$ cat src/rtl/event_flag_sched.sv
// Bank of N sticky set/reset event flags plus a round-robin scheduler that
// hands one pending, unmasked flag at a time to a single consumer via req/ack.
module event_flag_sched #(
  parameter int N   = 8,
  parameter int IDW = $clog2(N)
) (
  input  logic           clk,
  input  logic           clr,
  input  logic           en,
  input  logic [N-1:0]   ev_set,
  input  logic [N-1:0]   sw_clr,
  input  logic [N-1:0]   mask,
  output logic [N-1:0]   pending,
  output logic           req,
  output logic [IDW-1:0] req_id,
  input  logic           ack,
  output logic           busy
);

  // Handshake: req rises with a registered req_id and both hold until the
  // consumer pulses ack; ack is honoured only while req=1 (WAIT), and req
  // always drops for at least one cycle (GAP) before the next grant.
  typedef enum logic [1:0] {
    IDLE = 2'd0,
    WAIT = 2'd1,
    GAP  = 2'd2
  } state_t;

  state_t         state;
  logic [IDW-1:0] ptr;
  logic [N-1:0]   elig;
  logic [N-1:0]   ack_clr;
  logic [2*N-1:0] rot;
  logic           found;
  logic [IDW-1:0] sel;
  logic [IDW:0]   sum;
  logic [IDW-1:0] nxt_ptr;

  assign elig = pending & ~mask;

  always_comb begin
    ack_clr = '0;
    if (state == WAIT && ack) ack_clr[req_id] = 1'b1;
  end

  // Rotating the doubled vector puts ptr at bit 0, so the lowest set bit
  // of the low half is the first eligible flag searching upward with wrap.
  assign rot = {elig, elig} >> ptr;

  always_comb begin
    found = 1'b0;
    sel   = '0;
    sum   = '0;
    for (int k = 0; k < N; k++) begin
      if (!found && rot[k]) begin
        found = 1'b1;
        sum   = {1'b0, ptr} + (IDW+1)'(k);
        if (sum >= (IDW+1)'(N)) sum = sum - (IDW+1)'(N);
        sel   = sum[IDW-1:0];
      end
    end
  end

  assign nxt_ptr = (req_id == IDW'(N-1)) ? '0 : req_id + 1'b1;

  always_ff @(posedge clk or posedge clr) begin
    if (clr) begin
      pending <= '0;
      state   <= IDLE;
      req     <= 1'b0;
      req_id  <= '0;
      busy    <= 1'b0;
      ptr     <= '0;
    end else begin
      // Set wins over both software clear and the ack clear.
      if (en) pending <= ev_set | (pending & ~sw_clr & ~ack_clr);
      case (state)
        IDLE: begin
          if (found) begin
            req_id <= sel;
            state  <= WAIT;
            req    <= 1'b1;
            busy   <= 1'b1;
          end
        end
        WAIT: begin
          if (ack) begin
            ptr   <= nxt_ptr;
            state <= GAP;
            req   <= 1'b0;
          end
        end
        GAP: begin
          state <= IDLE;
          busy  <= 1'b0;
        end
        default: begin
          state <= IDLE;
          req   <= 1'b0;
          busy  <= 1'b0;
        end
      endcase
    end
  end

endmodule
$ cat config.mk
export PLATFORM = sky130hd
export DESIGN_NAME = event_flag_sched
export DESIGN_NICKNAME = d
export VERILOG_FILES = /design/src/rtl/event_flag_sched.sv
export SDC_FILE = /design/constraint.sdc
export NUM_CORES = 1
export LEC_CHECK = 0
export CORE_ASPECT_RATIO = 0.6
export CORE_MARGIN = 1
export CORE_UTILIZATION = 55
export DETAILED_ROUTE_END_ITERATION = 16
export HOLD_SLACK_MARGIN = 0.1
export PLACE_DENSITY = 0.86
export SETUP_SLACK_MARGIN = 0.1
export SYNTH_ARGS = -nofsm -noshare
export SYNTH_HDL_FRONTEND = slang
export SYNTH_SLANG_ARGS = --single-unit
$ cat constraint.sdc
create_clock -name clk -period 5.24 [get_ports clk]
set_input_delay 0.524 -clock clk [delete_from_list [all_inputs] [get_ports clk]]
set_output_delay 0.524 -clock clk [all_outputs]
set_load 0.02 [all_outputs]
# Word-level counts from Yosys, hierarchy flattened
# Cells that the tools add are included.
[classes]
addsub = 16
magnitude_cmp = 10
eq_ne = 5
shifts = 1
muxes = 35
bitwise_logic = 9
n_reduce_logical = 22
[op_table]
columns = ["operator", "n"]
rows = [
  ["3-bit 2-to-1 mux", 17],
  ["4-bit greater-or-equal comparator (second input constant)", 7],
  ["8-bit bitwise AND", 3],
  ["8-bit inverter", 3],
  ["3-bit by 1-bit subtractor with 3-bit output (second input constant)", 8],
  ["3-bit by 3-bit adder with 4-bit output (second input constant)", 4],
  ["16-bit by 3-bit >> shifter with 8-bit output", 1],
  ["1-bit 2-to-1 mux", 11],
  ["1-bit logical AND", 9],
  ["3-bit by 2-bit adder with 4-bit output (second input constant)", 2],
  ["8-bit 2-to-1 mux", 1],
  ["8-bit bitwise OR", 1],
  ["2-bit AND reduction", 4],
  ["1-bit logical NOT", 7],
  ["3-bit by 1-bit adder with 4-bit output (second input constant)", 1],
  ["3-bit by 4-bit greater-or-equal comparator with 1-bit output (second input constant)", 1],
  ["3-bit by 4-bit less-than comparator with 1-bit output (second input constant)", 1],
  ["2-bit 2-to-1 mux", 2],
  ["2-bit != test (second input constant)", 2],
  ["2-bit one-hot mux with 2 select lines", 1],
  ["3-bit by 1-bit adder with 3-bit output (second input constant)", 1],
  ["1-bit demux with 3-bit select", 1],
  ["3-bit == test (second input constant)", 1],
  ["3-bit by 1-bit greater-or-equal comparator with 1-bit output (second input constant)", 1],
  ["other kinds (7)", 8],
]
[totals]
reg_bits = 18
inputBits = 28
out_inout_bits = 13
elab_cells = 104

# Longest topological paths before layout
[logic_depth]
word_depth = 27
mapped_depth = 12
depth_no_buf = 9

# Worst setup path after synthesis
# OpenSTA, ideal clock, no wires.
[synth_path]
path_kind = "register to register"
from = "reg pending[5]"
to = "reg req_id[2]"
setup_ns = 0.121
arrival_ns = 2.533
t_required_ns = 5.119
slack_ns = 2.586
stages_incl_launch_ff = 9
cell_sequence = "dfrtp_1 -> and4b_1 -> or4_1 -> buf_2 -> or4_4 -> a211oi_2 -> o21ai_1 -> and3b_1 -> a22o_1"
[synth_via]
elab_chain_len = 25
elab_cells_between_ends = 33
[synth_lines]
columns = ["item", "line_no", "rtl"]
rows = [
  ["start: declaration", "13", "output logic [N-1:0] pending,"],
  ["start signal: assignment", "76", "if (en) pending <= ev_set | (pending & ~sw_clr & ~ack_clr);"],
  ["8-bit bitwise AND (*)", "39", "assign elig = pending & ~mask;"],
  ["16-bit by 3-bit >> shifter with 8-bit output (*)", "48", "assign rot = {elig, elig} >> ptr;"],
  ["1-bit 2-to-1 mux", "55", "if (!found && rot[k]) begin"],
  ["1-bit logical NOT", "55", ""],
  ["1-bit logical AND", "55", ""],
  ["1-bit 2-to-1 mux", "55", ""],
  ["1-bit logical NOT", "55", ""],
  ["1-bit logical AND", "55", ""],
  ["[9 not listed]", "--", ""],
  ["1-bit 2-to-1 mux", "55", ""],
  ["1-bit logical NOT", "55", ""],
  ["1-bit logical AND", "55", ""],
  ["1-bit 2-to-1 mux", "55", ""],
  ["1-bit logical NOT", "55", ""],
  ["1-bit logical AND", "55", ""],
  ["1-bit 2-to-1 mux", "55", ""],
  ["2-bit AND reduction (no source line)", "--", ""],
  ["end signal: assignment", "80", "req_id <= sel;"],
  ["end: declaration", "15", "output logic [IDW-1:0] req_id,"],
]
# Mark *: on every way between the ends. The rest lies on a longest branch, timed or not.
# A chain may end at the register's enable or synchronous reset.

# Final worst setup path
[layout_path]
from = "reg ptr[0]"
to = "reg req_id[2]"
[layout_via]
elab_chain_len = 24
elab_cells_between_ends = 63
[layout_lines]
columns = ["item", "line_no", "rtl"]
rows = [
  ["start: declaration", "30", "logic [IDW-1:0] ptr;"],
  ["start signal: assignment", "88", "ptr <= nxt_ptr;"],
  ["16-bit by 3-bit >> shifter with 8-bit output", "48", ""],
  ["1-bit 2-to-1 mux", "55", ""],
  ["1-bit logical NOT", "55", ""],
  ["1-bit logical AND", "55", ""],
  ["1-bit 2-to-1 mux", "55", ""],
  ["1-bit logical NOT", "55", ""],
  ["1-bit logical AND", "55", ""],
  ["1-bit 2-to-1 mux", "55", ""],
  ["[8 not listed]", "--", ""],
  ["1-bit 2-to-1 mux", "55", ""],
  ["1-bit logical NOT", "55", ""],
  ["1-bit logical AND", "55", ""],
  ["1-bit 2-to-1 mux", "55", ""],
  ["1-bit logical NOT", "55", ""],
  ["1-bit logical AND", "55", ""],
  ["1-bit 2-to-1 mux", "55", ""],
  ["2-bit AND reduction (no source line)", "--", ""],
]
# Parallel ways exist; a longest one is shown, timed or not.

==> out/results.tsv <==
metric	value	unit
fin crit period	3320	ps
post-route setup TNS	0	ps
Clock power frac	8.0	%
Rows	16	
Async SR Flop Fraction	100	%
Leakage	0.911	nW
Setup violations, final	0	
Commonest cells post-synth	18 x dfrtp_1, 18 x nand2_1, 16 x o21ai_0	
Critical Path End Type	flop	
skew final	1.54	ps
final hold viol count	0	
Worst Path Required	5380	ps
drt total wl	5.03	mm
YS warnings	0	
maximum vdd drop	0.345	mV
CTS Buf Count	3	
Hold Buf Count CTS	0	
synthesized area per cell	8.73	sq um
Worst Hold Depth	2	
# Max-Cap Violations	0	
placement-stage cell area	2260	sq um
Cell Area, Synth	1880	sq um
Synth Area in Simple Gates	38.8	%
chip width	77.4	microns
critical path arrival	3460	ps
Reg-to-Reg Start	ptr[0]	
dpl ws	1900	ps
largest family of logic cells by synthesized area	simple AND/OR/NAND/NOR gates	
total grt overflow	0	
Net Switching	590	uW
status	completed	
Antenna Nets Post-Route	0	
Compound-Gate Fraction of Synth Area	22.5	%
area grow syn2layout	22.7	%
fin crit share	63.3	%
Die Area	3660	sq um
ranking of synthesized cells by area	dfrtp_1 24%, nor4bb_1 4.3%, o21ai_0 4.3%	
routed vias/inst	6.45	
All-Layer GR Usage	29.6	%
RSZ-0062 raised after global routing	false	
CTS tree	built	
mux cell area share after synthesis	6.53	%
internal power	594	uW
switching part of the total power	49.8	%
critical path class	flop to flop	
post-DP HPWL	3.72	mm
setup bufs post-CTS	0	
Skew-Pair Late Insertion Delay	250	ps
worst slew pin tran	1000	ps
share of power burned in registers	27.6	%
EDFF count, synth	0	
final core occ	70.6	%
Comb pwr share	64.3	%
largest area contributor in the netlist	dfrtp_1	
share of cells above drive strength 1	8.61	%
R2R cell count	7	
Post-Synth Adder-Cell Area	2.67	%
total number of vias	1865	
largest net degree at the start of global routing	36	
Filler cells	267	
DR WL/cell	17.4	microns
H-tree depth	1	
clock sinks	18	
worst min-delay path category	flop to flop	
Yosys reg bits	18	
Netlist cell types	64	
hold_sp	req	
Final Instance Area	2300	sq um
Ant. Diodes	0	
worst-path fanout max	35	
PwrDens	515	nW/um^2
share of the synthesized area in the top cell type	24.0	%
Starting Density	57.5	%
critical path launch point type	flop	
Max-slew headroom	33.0	%
CTS Buffer Depth	2	
io pins	41	
first-pass GRT wire length	8.10	mm
core area	3260	sq um
Nets	278	
Pre-Repair DR Iteration Count	4	
Initial DRC Count	208	
xor and xnor fraction of the mapped netlist area	0	%
initial antenna violation count	0	
Die Span Y	47.3	microns
dominant synthesized flop cell	dfrtp_1	
FF-to-FF setup slack	1920	ps
post-route DRC violation count	0	
register area share after synthesis	24.0	%
vias in the first global route	1593	
r2r endpoint	req_id[2]	
clock-pin slew on the worst setup and hold paths	60	ps
clock root cell	clkbuf_8	
Post-Syn Instances	215	
fmax	302	MHz
syn nets	247	
hold endpoint	req	
setup slack after layout	1920	ps
post-CTS sizing	0	
number of port buffers	40	
Final Max Tran Viols	0	
Final GP Congestion	0.864	
## per-layer routing
metal	up-vias	track usage, %	wire length, microns
li1	909	-	-
met1	866	45.8	2490
met2	85	41.8	2000
met3	5	6.60	506
met4	0	6.04	33
met5	-	0	0
## logic make-up (layout without fill, tap and decap cells)
family                   Yosys count  count (layout)
AO/OA/AOI/OAI                     59              59
adder cells (fa/ha/maj)            4               4
buffers and inverters             22              51
flip-flops                        18              18
multiplexers                       8               8
AND/OR/NAND/NOR                  104             104
## placed cells by master, fill, tap and decap left out, types with 5 or more instances in the layout
cell type | Yosys | final
nor2b_1 | 6 | 6
nor4b_1 | 7 | 7
and4b_1 | 6 | 6
inv_1 | 7 | 7
nand2b_1 | 5 | 5
nand2_1 | 18 | 18
dfrtp_1 | 18 | 18
a22o_1 | 9 | 9
nor4bb_1 | 8 | 8
clkdlybuf4s50_1 | 0 | 40
nor3_1 | 7 | 7
o21ai_0 | 16 | 16
nor2_1 | 8 | 8
## area by class of cell
class,instances,area [sq um],area share [%]
Clock buffer,3,41.3,1.79
Sequential cell,18,450,19.6
Multi-Input combinational cell,175,1320,57.5
Inverter,8,30.0,1.30
Tap cell,45,56.3,2.45
Timing Repair Buffer,40,400,17.4
## worst max-delay path, stage by stage (launching register included)
cell and delay, ps:
dfrtp_1 960, and4bb_1 250, or4_1 610, or4_4 530
a211oi_2 360, o21ai_1 110, and3b_1 190, a22o_1 190
## how the worst max path moves through the flow
stage | slack, ps | depth (start not counted) | endpoint | startpoint
global route | 1780 | 8 | req_id[1] | ptr[0]
CTS | 1990 | 7 | req_id[2] | ptr[0]
floorplan | 2590 | 8 | req_id[2] | pending[5]
global placement | 1920 | 8 | req_id[2] | mask[5]
detailed placement | 1900 | 8 | req_id[2] | mask[5]
finish | 1920 | 7 | req_id[2] | ptr[0]
## state kept, by name, summed over array words and instances, names as in the netlist
| register | count |
|---|---|
| req_id | 3 |
| ptr | 3 |
| pending | 8 |
| state | 2 |
| busy | 1 |
| req | 1 |
## power groups by stage
stage	combinational [mW]	sequential (mW)	clock (mW)
CTS	0.755	0.323	0.0974
detailed placement	0.749	0.323	0
global route	0.837	0.345	0.102
finish	0.762	0.327	0.0951
global placement	0.744	0.323	0
floorplan	0.619	0.269	0
## stage by stage
step                      total power, mW  hold slack (ps)  cells
after CTS                            1.18              487    289
after detailed placement             1.07              466    286
after global routing                 1.28              526    289
after floorplan                     0.888              463    215
final                                1.18              482    289
after global placement               1.07              467    286
(Power assumes the default switching activity.)
